[config.mk]
export PLATFORM = sky130hd
export DESIGN_NAME = ikaopll_dacacc_flat
export DESIGN_NICKNAME = d
export VERILOG_FILES = /design/src/rtl/ikaopll_dacacc_if.sv /design/src/rtl/ikaopll_dacacc.sv /design/src/flat_wrapper.sv
export SDC_FILE = /design/constraint.sdc
export NUM_CORES = 1
export LEC_CHECK = 0
export ABC_AREA = 0
export CAP_MARGIN = 20
export CORE_ASPECT_RATIO = 0.9
export CORE_UTILIZATION = 30
export CTS_CLUSTER_SIZE = 12
export DETAILED_ROUTE_END_ITERATION = 16
export GPL_TIMING_DRIVEN = 1
export PLACE_DENSITY_LB_ADDON = 0.12
export SETUP_SLACK_MARGIN = 0.05
export SYNTH_ARGS = -nofsm -noshare
export SYNTH_HDL_FRONTEND = slang
export SYNTH_SLANG_ARGS = --single-unit
[constraint.sdc]
create_clock -name i_EMUCLK -period 10.1 [get_ports i_EMUCLK]
set_input_delay 2.02 -clock i_EMUCLK [delete_from_list [all_inputs] [get_ports i_EMUCLK]]
set_output_delay 2.02 -clock i_EMUCLK [all_outputs]
set_load 0.1 [all_outputs]
[src/rtl/ikaopll_dacacc_if.sv]
// Slot-stream input and per-frame sample output bundle for the DAC frame accumulator.
// The slave modport is the accumulator; the master modport is the timing/DAC side.
interface ikaopll_dacacc_if #(
  parameter int unsigned ACC_W = 14
);
  logic                    i_phi1_NCEN_n;
  logic                    i_CYCLE_00;
  logic                    i_MO_CTRL;
  logic                    i_RO_CTRL;
  logic [8:0]              i_DAC_DATA;
  logic signed [ACC_W-1:0] o_MO_SAMPLE;
  logic signed [ACC_W-1:0] o_RO_SAMPLE;
  logic signed [ACC_W:0]   o_MIX;
  logic                    o_SAMPLE_VALID;
  logic                    o_LOCKED;
  logic                    o_SYNC_ERR;

  modport master (
    output i_phi1_NCEN_n, i_CYCLE_00, i_MO_CTRL, i_RO_CTRL, i_DAC_DATA,
    input  o_MO_SAMPLE, o_RO_SAMPLE, o_MIX, o_SAMPLE_VALID, o_LOCKED, o_SYNC_ERR
  );

  modport slave (
    input  i_phi1_NCEN_n, i_CYCLE_00, i_MO_CTRL, i_RO_CTRL, i_DAC_DATA,
    output o_MO_SAMPLE, o_RO_SAMPLE, o_MIX, o_SAMPLE_VALID, o_LOCKED, o_SYNC_ERR
  );
endinterface

[src/rtl/ikaopll_dacacc.sv]
// Frame accumulator: sums 18 slots of sign-magnitude DAC words into melody/rhythm samples,
// publishes them at each cycle-00 boundary and tracks frame lock.
module ikaopll_dacacc #(
  parameter int unsigned ACC_W = 14
) (
  input logic            i_EMUCLK,
  input logic            i_IC_n,
  ikaopll_dacacc_if.slave bus
);

  typedef enum logic [0:0] {StUnlocked, StLocked} state_e;

  localparam logic [4:0] LastSlot = 5'd17;

  state_e                  state_q, state_d;
  logic [4:0]              cnt_q, cnt_d;
  logic signed [ACC_W-1:0] mo_acc_q, mo_acc_d;
  logic signed [ACC_W-1:0] ro_acc_q, ro_acc_d;
  logic signed [ACC_W-1:0] mo_smp_q, mo_smp_d;
  logic signed [ACC_W-1:0] ro_smp_q, ro_smp_d;
  logic                    valid_q, valid_d;
  logic                    err_q, err_d;

  logic [ACC_W-1:0]        mag_ext;
  logic signed [ACC_W-1:0] dac_val;
  logic signed [ACC_W-1:0] mo_add;
  logic signed [ACC_W-1:0] ro_add;

  // Negative zero falls out as 0 because -0 == 0 in two's complement.
  assign mag_ext = {{(ACC_W-8){1'b0}}, bus.i_DAC_DATA[7:0]};
  assign dac_val = bus.i_DAC_DATA[8] ? -$signed(mag_ext) : $signed(mag_ext);
  assign mo_add  = bus.i_MO_CTRL ? dac_val : '0;
  assign ro_add  = bus.i_RO_CTRL ? dac_val : '0;

  always_comb begin
    state_d  = state_q;
    cnt_d    = cnt_q;
    mo_acc_d = mo_acc_q;
    ro_acc_d = ro_acc_q;
    mo_smp_d = mo_smp_q;
    ro_smp_d = ro_smp_q;
    err_d    = err_q;
    valid_d  = 1'b0;  // pulse clears on every edge, enabled or not

    if (!bus.i_phi1_NCEN_n) begin
      if (bus.i_CYCLE_00) begin
        mo_smp_d = mo_acc_q;
        ro_smp_d = ro_acc_q;
        mo_acc_d = mo_add;
        ro_acc_d = ro_add;
        cnt_d    = '0;
        state_d  = StLocked;
        if (state_q == StLocked) begin
          if (cnt_q == LastSlot) begin
            valid_d = 1'b1;
          end else begin
            err_d = 1'b1;
          end
        end
      end else begin
        mo_acc_d = mo_acc_q + mo_add;
        ro_acc_d = ro_acc_q + ro_add;
        if (cnt_q < LastSlot) begin
          cnt_d = cnt_q + 5'd1;
        end else begin
          state_d = StUnlocked;
          err_d   = 1'b1;
        end
      end
    end
  end

  always_ff @(posedge i_EMUCLK) begin
    if (!i_IC_n) begin
      state_q  <= StUnlocked;
      cnt_q    <= '0;
      mo_acc_q <= '0;
      ro_acc_q <= '0;
      mo_smp_q <= '0;
      ro_smp_q <= '0;
      valid_q  <= 1'b0;
      err_q    <= 1'b0;
    end else begin
      state_q  <= state_d;
      cnt_q    <= cnt_d;
      mo_acc_q <= mo_acc_d;
      ro_acc_q <= ro_acc_d;
      mo_smp_q <= mo_smp_d;
      ro_smp_q <= ro_smp_d;
      valid_q  <= valid_d;
      err_q    <= err_d;
    end
  end

  assign bus.o_MO_SAMPLE    = mo_smp_q;
  assign bus.o_RO_SAMPLE    = ro_smp_q;
  assign bus.o_MIX          = {mo_smp_q[ACC_W-1], mo_smp_q} + {ro_smp_q[ACC_W-1], ro_smp_q};
  assign bus.o_SAMPLE_VALID = valid_q;
  assign bus.o_LOCKED       = (state_q == StLocked);
  assign bus.o_SYNC_ERR     = err_q;

endmodule

[src/flat_wrapper.sv]
// flat-port wrapper written by rule: the top's interface ports become plain ports
module ikaopll_dacacc_flat 
#(
  parameter int unsigned ACC_W = 14
)
  (i_EMUCLK, i_IC_n, bus_i_phi1_NCEN_n, bus_i_CYCLE_00, bus_i_MO_CTRL, bus_i_RO_CTRL, bus_i_DAC_DATA, bus_o_MO_SAMPLE, bus_o_RO_SAMPLE, bus_o_MIX, bus_o_SAMPLE_VALID, bus_o_LOCKED, bus_o_SYNC_ERR);
  ikaopll_dacacc_if #(.ACC_W(ACC_W)) bus_i ();
  input logic i_EMUCLK;
  input logic i_IC_n;
  input wire logic [$bits(bus_i.i_phi1_NCEN_n)-1:0] bus_i_phi1_NCEN_n;
  input wire logic [$bits(bus_i.i_CYCLE_00)-1:0] bus_i_CYCLE_00;
  input wire logic [$bits(bus_i.i_MO_CTRL)-1:0] bus_i_MO_CTRL;
  input wire logic [$bits(bus_i.i_RO_CTRL)-1:0] bus_i_RO_CTRL;
  input wire logic [$bits(bus_i.i_DAC_DATA)-1:0] bus_i_DAC_DATA;
  output wire logic [$bits(bus_i.o_MO_SAMPLE)-1:0] bus_o_MO_SAMPLE;
  output wire logic [$bits(bus_i.o_RO_SAMPLE)-1:0] bus_o_RO_SAMPLE;
  output wire logic [$bits(bus_i.o_MIX)-1:0] bus_o_MIX;
  output wire logic [$bits(bus_i.o_SAMPLE_VALID)-1:0] bus_o_SAMPLE_VALID;
  output wire logic [$bits(bus_i.o_LOCKED)-1:0] bus_o_LOCKED;
  output wire logic [$bits(bus_i.o_SYNC_ERR)-1:0] bus_o_SYNC_ERR;
  assign bus_i.i_phi1_NCEN_n = bus_i_phi1_NCEN_n;
  assign bus_i.i_CYCLE_00 = bus_i_CYCLE_00;
  assign bus_i.i_MO_CTRL = bus_i_MO_CTRL;
  assign bus_i.i_RO_CTRL = bus_i_RO_CTRL;
  assign bus_i.i_DAC_DATA = bus_i_DAC_DATA;
  assign bus_o_MO_SAMPLE = bus_i.o_MO_SAMPLE;
  assign bus_o_RO_SAMPLE = bus_i.o_RO_SAMPLE;
  assign bus_o_MIX = bus_i.o_MIX;
  assign bus_o_SAMPLE_VALID = bus_i.o_SAMPLE_VALID;
  assign bus_o_LOCKED = bus_i.o_LOCKED;
  assign bus_o_SYNC_ERR = bus_i.o_SYNC_ERR;
  ikaopll_dacacc #(.ACC_W(ACC_W)) u_core (.i_EMUCLK(i_EMUCLK), .i_IC_n(i_IC_n), .bus(bus_i));
endmodule
* Word level (Yosys, flattened, before mapping)
Index checks and enable logic that the tools add are counted.
Word-level totals: register bits 64, bits in latches 0, RAM bits 0, bits in read-only memories 0, input port bits 15, logic and storage cells 42, memories kept 0
Cells by class: add/sub/neg operators 5, multipliers 0, div/mod/pow operators 0, magnitude comparators 1, equal/unequal tests 4, shifts and indexed selects 0, mux-type cells 14, bitwise logic cells 4, reduce and logical (&&, ||, !) cells 6
Operators with widths (count):
- $mux W14 | 5
- $add A14 B14 Y14 | 2
- $add A14 B14 Y15 | 1
- $neg A8 Y14 | 1
- $mux W5 | 2
- $mux W1 | 7
- $reduce_and A2 Y1 | 3
- $add A5 B1 Y5 const B | 1
- $eq A5 B5 Y1 const B | 1
- $lt A5 B5 Y1 const B | 1
- $ne A2 B2 Y1 const B | 2
- $not A1 Y1 | 4
- $reduce_and A4 Y1 | 1
- $reduce_or A4 Y1 | 1
- $ne A2 B1 Y1 const B | 1
- $reduce_bool A2 Y1 | 1

* Logic depth before layout (Yosys ltp)
Gate-level depths: netlist of run 1.
word-level depth 5, gate-level depth with buffers 14

* Least setup slack after synthesis of run 1
OpenSTA, ideal clock, no wires.
kind register to output, start point reg u_core.mo_smp_q[2] (netlist: u_core.bus.o_MO_SAMPLE[2]), end point out bus_o_MIX[14], data arrival time 4761 ps, required time 8080 ps, setup slack 3319 ps, cell stages (with the launch flop) 9, buffers on the path 0, cells stage by stage dfxtp_1 ha_1 nor2b_1 o21a_1 o21ai_0 a21oi_1 a211oi_1 o21ai_0 a221oi_1
Between the ends: word-level cells in the longest chain between the ends 1
Ends and longest elaborated chain:
- from (decl) | RTL line ikaopll_dacacc.sv:19 | logic signed [ACC_W-1:0] mo_smp_q, mo_smp_d;
- from (signal assigned) | RTL line ikaopll_dacacc.sv:88 | mo_smp_q <= mo_smp_d;
- $add A14 B14 Y15 | RTL line ikaopll_dacacc.sv:97 | assign bus.o_MIX = {mo_smp_q[ACC_W-1], mo_smp_q} + {ro_smp_q[ACC_W-1], ro_smp_q};
- to (decl) | RTL line flat_wrapper.sv:17 | output wire logic [$bits(bus_i.o_MIX)-1:0] bus_o_MIX;
Every way passes these cells.

* Worst setup path in the final report of run 1
start point reg u_core.ro_smp_q[0] (netlist: u_core.bus.o_RO_SAMPLE[0]), end point out bus_o_MIX[14]
Between the ends: word-level cells in the longest chain between the ends 1
Ends and longest elaborated chain:
- from (decl) | RTL line ikaopll_dacacc.sv:20 | logic signed [ACC_W-1:0] ro_smp_q, ro_smp_d;
- from (signal assigned) | RTL line ikaopll_dacacc.sv:89 | ro_smp_q <= ro_smp_d;
- $add A14 B14 Y15 | RTL line ikaopll_dacacc.sv:97
Every way passes these cells.

==> flow_summary.json, run 1 <==
{
  "status": "completed",
  "dp_slack_ns": 4.36,
  "ys.flop_type": "dfxtp_1",
  "fp.dieH_um": 119,
  "reg2reg_from": "u_core.ro_acc_q[0]$_SDFFE_PN0N_",
  "die_x_um": 132,
  "cp_slowest_cell": "clkdlybuf4s50_1",
  "seq_area_frac_synth_pct": 27.9,
  "grt_overflow": 0,
  "port_buffers": 60,
  "mostFrequentLayoutCells": "93 x nand2_1, 64 x dfxtp_1, 60 x clkdlybuf4s50_1",
  "rr_worst_depth": 10,
  "rr_endpoint": "u_core.ro_acc_q[10]$_SDFFE_PN0N_",
  "start_util_pct": 31.0,
  "dieArea_sq_mm": 0.0158,
  "core_area_sq_mm": 0.0148,
  "gp_congestion": 0.838,
  "max_slew_margin_pct": 33.3,
  "fin_crit_sh_pct": 57.6,
  "fmax_mhz": 172,
  "ir_drop_uv": 71.2,
  "io_pins": 61,
  "path_cells": "ha_1 > inv_1 > fa_1 > nor2b_1 > o21a_1 > o21ai_0 > a21oi_1 > a211oi_1 > o21ai_0 > a221oi_1 > clkdlybuf4s50_1",
  "ant_nets": 0,
  "synth.cell_area_sq_mm": 0.00460,
  "slowest_delay_ns": 1.18,
  "numClockSinks": 64,
  "min_from": "u_core.bus.o_LOCKED$_SDFFE_PN0P_",
  "drcViolationCount": 0,
  "tightest_slew_ns": 0.987,
  "cp-start-kind": "flip-flop",
  "clk_path_buf_depth": 2,
  "h-tree-depth": 3,
  "ctsResizeCount": 0,
  "final_common_cell": "nand2_1",
  "clock_latency_ns": 0.33,
  "worstPathRequired_ns": 8.08,
  "fin_tns_setup_ns": 0,
  "fin_util_pct": 38.8,
  "rsz0062_at_grt": "no",
  "arrival_ns": 3.80,
  "antenna_cells": 0,
  "cp-end-kind": "primary output",
  "crit_fanout": 3,
  "finalSetupViolCount": 0,
  "fin_area_sq_mm": 0.00576,
  "leakage_nw": 2.36,
  "cts_made_buffers": 9,
  "route.final.wire_length_um": 13100,
  "antenna_found_initial": 0,
  "place_inst": 840,
  "layout.cells.non_filler": 856,
  "drv_slew": 0,
  "vias": 4350,
  "routed_via_density": 5.08,
  "drive_above_1_share_pct": 4.56,
  "rows": 42,
  "post_dp_cell_area_sq_mm": 0.00540,
  "dpl.hpwl_um": 9920,
  "ctsRootBufferMaster": "clkbuf_16",
  "p_per_area_mw_per_mm2": 148,
  "post_drt_wl_per_cell_um": 15.3,
  "syn_area_per_cell_sq_um": 7.62,
  "grt_pass1_wl_um": 21500,
  "finalNetCount": 714,
  "grtUsageTotal_pct": 17.3,
  "fillers": 1538,
  "holdPathStages": 2,
  "synthCells": 603,
  "clk_transition_reported_paths_ns": 0.06,
  "hold_viol": 0,
  "grt_max_degree": 52,
  "period_minus_slack_ns": 5.82,
  "maxCapViolations": 0,
  "cts_hold_buf": 0,
  "synth_edf_count": 0,
  "regToRegSetupSlack_ns": 7.41,
  "post_cts_buffers": 0,
  "hold_end": "u_core.bus.o_SAMPLE_VALID$_SDFF_PP0_",
  "hold_path_class": "reg2reg",
  "syn_to_final_growth_pct": 25.2,
  "async_reset_ff_share_pct": 0,
  "cpMostUsedCell": "o21ai_0",
  "syn_nets": 664,
  "synth_warnings": 0,
  "critPathKind": "reg2out",
  "first_iter_violations": 215,
  "tritoncts": "yes",
  "clock_skew_ns": 0.00744,
  "ys_ff_latch": 64,
  "setup_ws_ns": 4.28,
  "first_pass_iters": 4,
  "synth_cell_types": 49,
  "grt_pass1_vias": 4127
}
## area by class of cell
type	instances	area, sq um	share of cell area [%]
clock buffers	9	225	3.91
multi-input cells	486	3110	54.1
repair buffers	66	666	11.6
flip-flops and latches	64	1280	22.3
inverters	26	97.6	1.70
well taps	198	248	4.30
clock inverters	7	128	2.22
## cell usage after synthesis, types with 2 or more instances
master | instances | area (sq um)
fa_1 | 3 | 60.1
nor2b_1 | 19 | 119
o41ai_1 | 2 | 17.5
nand3_1 | 9 | 45.0
nor2_1 | 53 | 199
nand2b_1 | 7 | 43.8
a31oi_1 | 8 | 50.1
dfxtp_1 | 64 | 1280
o21a_1 | 6 | 45.0
nor3_1 | 10 | 50.1
a211o_1 | 2 | 17.5
nand2_1 | 93 | 349
mux2i_1 | 6 | 60.1
and3_1 | 3 | 18.8
a21oi_1 | 56 | 280
mux2_2 | 3 | 33.8
clkbuf_1 | 21 | 78.8
ha_1 | 43 | 538
xor2_1 | 12 | 105
inv_1 | 26 | 97.6
a221oi_1 | 4 | 35.0
o31ai_1 | 3 | 22.5
o211a_1 | 7 | 70.1
o21bai_1 | 3 | 22.5
o311ai_0 | 2 | 17.5
a211oi_1 | 14 | 105
a21o_1 | 12 | 90.1
or3_1 | 5 | 31.3
buf_1 | 5 | 18.8
and2_1 | 8 | 50.1
a21boi_0 | 13 | 97.6
xnor2_1 | 19 | 166
o21ai_0 | 44 | 220
o211ai_1 | 3 | 22.5
## worst max-delay path, delay by kind of cell (launching register included)
family          cells  cell delay, ns
fa+ha+maj           2            0.42
simple gates        1            0.06
buf+inv             2            1.25
flops               1            0.33
compound gates      6            1.41
## per-layer routing
layer	global-route usage, %	part of all wire [%]	vias up
li1	-	-	2220
met1	24.0	51	2022
met2	26.3	43	104
met3	3.92	5.3	4
met4	5.46	0.57	0
met5	0	0	-
## per-stage QoR
stage	power (mW)	hold slack, ns
global route	0.898	0.492
global placement	0.486	0.456
CTS	0.865	0.478
detailed placement	0.490	0.472
finish	0.854	0.478
floorplan	0.437	0.444
## worst max path at each step
stage / slack (ns) / from / endpoint
finish: 4.28 / u_core.bus.o_RO_SAMPLE[0]$_SDFFE_PN0P_ / bus_o_MIX[14]
global route: 4.11 / u_core.bus.o_RO_SAMPLE[0]$_SDFFE_PN0P_ / bus_o_MIX[14]
CTS: 4.25 / u_core.bus.o_RO_SAMPLE[0]$_SDFFE_PN0P_ / bus_o_MIX[14]
detailed placement: 4.36 / bus_i_DAC_DATA[4] / u_core.ro_acc_q[13]$_SDFFE_PN0N_
global placement: 4.54 / bus_i_DAC_DATA[4] / u_core.ro_acc_q[13]$_SDFFE_PN0N_
floorplan: 3.32 / u_core.bus.o_MO_SAMPLE[2]$_SDFFE_PN0P_ / bus_o_MIX[14]
## sequential cells by signal, indices dropped and copies added, names as in the netlist
| register | count |
|---|---|
| u_core.bus.o_MO_SAMPLE | 14 |
| u_core.bus.o_SYNC_ERR | 1 |
| u_core.cnt_q | 5 |
| u_core.bus.o_LOCKED | 1 |
| u_core.bus.o_RO_SAMPLE | 14 |
| u_core.bus.o_SAMPLE_VALID | 1 |
| u_core.mo_acc_q | 14 |
| u_core.ro_acc_q | 14 |
## cells by family after synthesis
family / Yosys count / synth area share [%]
flops: 64 / 27.9
fa+ha+maj: 46 / 13.0
xor+xnor: 31 / 5.91
buf+inv: 53 / 4.49
simple gates: 214 / 21.2
compound gates: 186 / 25.5
mux: 9 / 2.04
## power breakdown
part	internal, mW	switching, mW
sequential	0.266	0.0143
clock	0.244	0.126
combinational	0.0692	0.135
total	0.579	0.275
Note: power is estimated with default switching activity, not from simulation.
==> run 2, diff against run 1 <==
clock period = 4.85 ns   (was 10.1 ns; I/O delays follow)
==> run 2 against run 1 <==
  * Design area is 1.5% lower
  * Via count increased by 0.39%
  * Critical path depth rose by 1
  * Clock skew rose by 0.0032 ns
  * Wire length shrank 1.0%
  * Hold slack worse by 0.0047 ns
  * Largest power group unchanged
  * Setup slack worse by 3.8 ns
  * Sequential power up 110%
  * Register-to-register slack worse by 5.3 ns
  * Flip-flop and latch count is the same
  * Total power grew 90%
  * Sequential share of layout area grew 0.34 points
==> flow_summary.json, run 2 (synthesis results as in run 1) <==
{
  "fin_tns_setup_ns": 0,
  "cp-start-kind": "primary input",
  "antenna_cells": 0,
  "grt_max_degree": 36,
  "fmax_mhz": 229,
  "tightest_slew_ns": 1.01,
  "clock_latency_ns": 0.35,
  "ctsRootBufferMaster": "clkbuf_16",
  "leakage_nw": 2.36,
  "cts_made_buffers": 9,
  "drv_slew": 0,
  "grtUsageTotal_pct": 17.1,
  "drcViolationCount": 0,
  "period_minus_slack_ns": 4.36,
  "cts_hold_buf": 0,
  "grt_pass1_wl_um": 21300,
  "rsz0062_at_grt": "no",
  "holdPathStages": 2,
  "antenna_found_initial": 0,
  "syn_to_final_growth_pct": 23.3,
  "vias": 4367,
  "hold_viol": 0,
  "clk_path_buf_depth": 2,
  "port_buffers": 60,
  "ant_nets": 0,
  "crit_fanout": 5,
  "dpl.hpwl_um": 9820,
  "finalNetCount": 715,
  "clk_transition_reported_paths_ns": 0.06,
  "die_x_um": 132,
  "dieArea_sq_mm": 0.0158,
  "start_util_pct": 31.0,
  "max_slew_margin_pct": 32.1,
  "dp_slack_ns": 0.169,
  "cp-end-kind": "flip-flop",
  "core_area_sq_mm": 0.0148,
  "ctsResizeCount": 0,
  "final_common_cell": "nand2_1",
  "rr_worst_depth": 10,
  "setup_ws_ns": 0.491,
  "mostFrequentLayoutCells": "93 x nand2_1, 64 x dfxtp_1, 56 x a21oi_1",
  "ir_drop_uv": 136,
  "drive_above_1_share_pct": 6.83,
  "numClockSinks": 64,
  "rows": 42,
  "first_pass_iters": 4,
  "post_cts_buffers": 0,
  "worstPathRequired_ns": 5.06,
  "fin_crit_sh_pct": 89.9,
  "grt_pass1_vias": 4128,
  "fp.dieH_um": 119,
  "p_per_area_mw_per_mm2": 287,
  "first_iter_violations": 206,
  "route.final.wire_length_um": 13000,
  "grt_overflow": 0,
  "hold_path_class": "reg2reg",
  "clock_skew_ns": 0.0107,
  "arrival_ns": 4.57,
  "routed_via_density": 5.10,
  "gp_congestion": 0.840,
  "critPathKind": "in2reg",
  "io_pins": 61,
  "post_drt_wl_per_cell_um": 15.2,
  "status": "completed",
  "fillers": 1575,
  "tritoncts": "yes",
  "h-tree-depth": 3,
  "finalSetupViolCount": 0,
  "maxCapViolations": 0
}
==> run 2: power breakdown <==
| part | total [mW] | internal, mW | switching, mW |
|---|---|---|---|
| combinational | 0.423 | 0.142 | 0.281 |
| sequential | 0.583 | 0.553 | 0.0300 |
| clock | 0.620 | 0.360 | 0.259 |
==> run 2: layer usage <==
layer	global-route usage [%]	share of wire (%)	vias to the layer above
met5	0	0	-
met4	5.46	1.1	0
met3	3.83	5.0	11
met2	25.6	42	98
met1	24.2	52	2032
li1	-	-	2226
==> run 2: layout make-up <==
cell class	instances	area [sq um]	area share, %
Clock buffer	10	239	4.22
Clock inverter	6	45.0	0.795
Inverter	26	97.6	1.72
Multi-Input combinational cell	486	3130	55.3
Sequential cell	64	1280	22.6
Tap cell	198	248	4.37
Timing Repair Buffer	67	626	11.0
==> run 2: per-stage QoR <==
stage | util [%] | hold slack, ns | std cells | cell area (sq um) | power, mW
6_report | 38.3 | 0.473 | 857 | 5670 | 1.63
2_1_floorplan | - | 0.444 | 603 | 4620 | 0.912
5_1_grt | 38.3 | 0.501 | 857 | 5670 | 1.71
3_3_place_gp | 36.3 | 0.457 | 841 | 5390 | 1.01
3_5_place_dp | 36.3 | 0.467 | 841 | 5390 | 1.02
4_1_cts | 38.3 | 0.476 | 857 | 5670 | 1.64
==> run 2: worst max-delay path, cell delays in order <==
cell and delay (ns):
clkdlybuf4s50_1 0.47, or4_4 0.57, nor3_1 0.48, nor2_1 0.22
ha_1 0.36, a21oi_1 0.20, o21ai_0 0.12, or3_1 0.31
o22ai_1 0.25, mux2_2 0.36, o21ai_0 0.14, a31oi_1 0.10
==> run 2: final timing paths <==
path / start / end / slack [ns]
max: bus_i_DAC_DATA[4] / u_core.ro_acc_q[13]$_SDFFE_PN0N_ / 0.49
min: u_core.bus.o_LOCKED$_SDFFE_PN0P_ / u_core.bus.o_SAMPLE_VALID$_SDFF_PP0_ / 0.47
max reg2reg: u_core.ro_acc_q[0]$_SDFFE_PN0N_ / u_core.ro_acc_q[10]$_SDFFE_PN0N_ / 2.09
min reg2reg: u_core.bus.o_LOCKED$_SDFFE_PN0P_ / u_core.bus.o_SAMPLE_VALID$_SDFF_PP0_ / 0.47
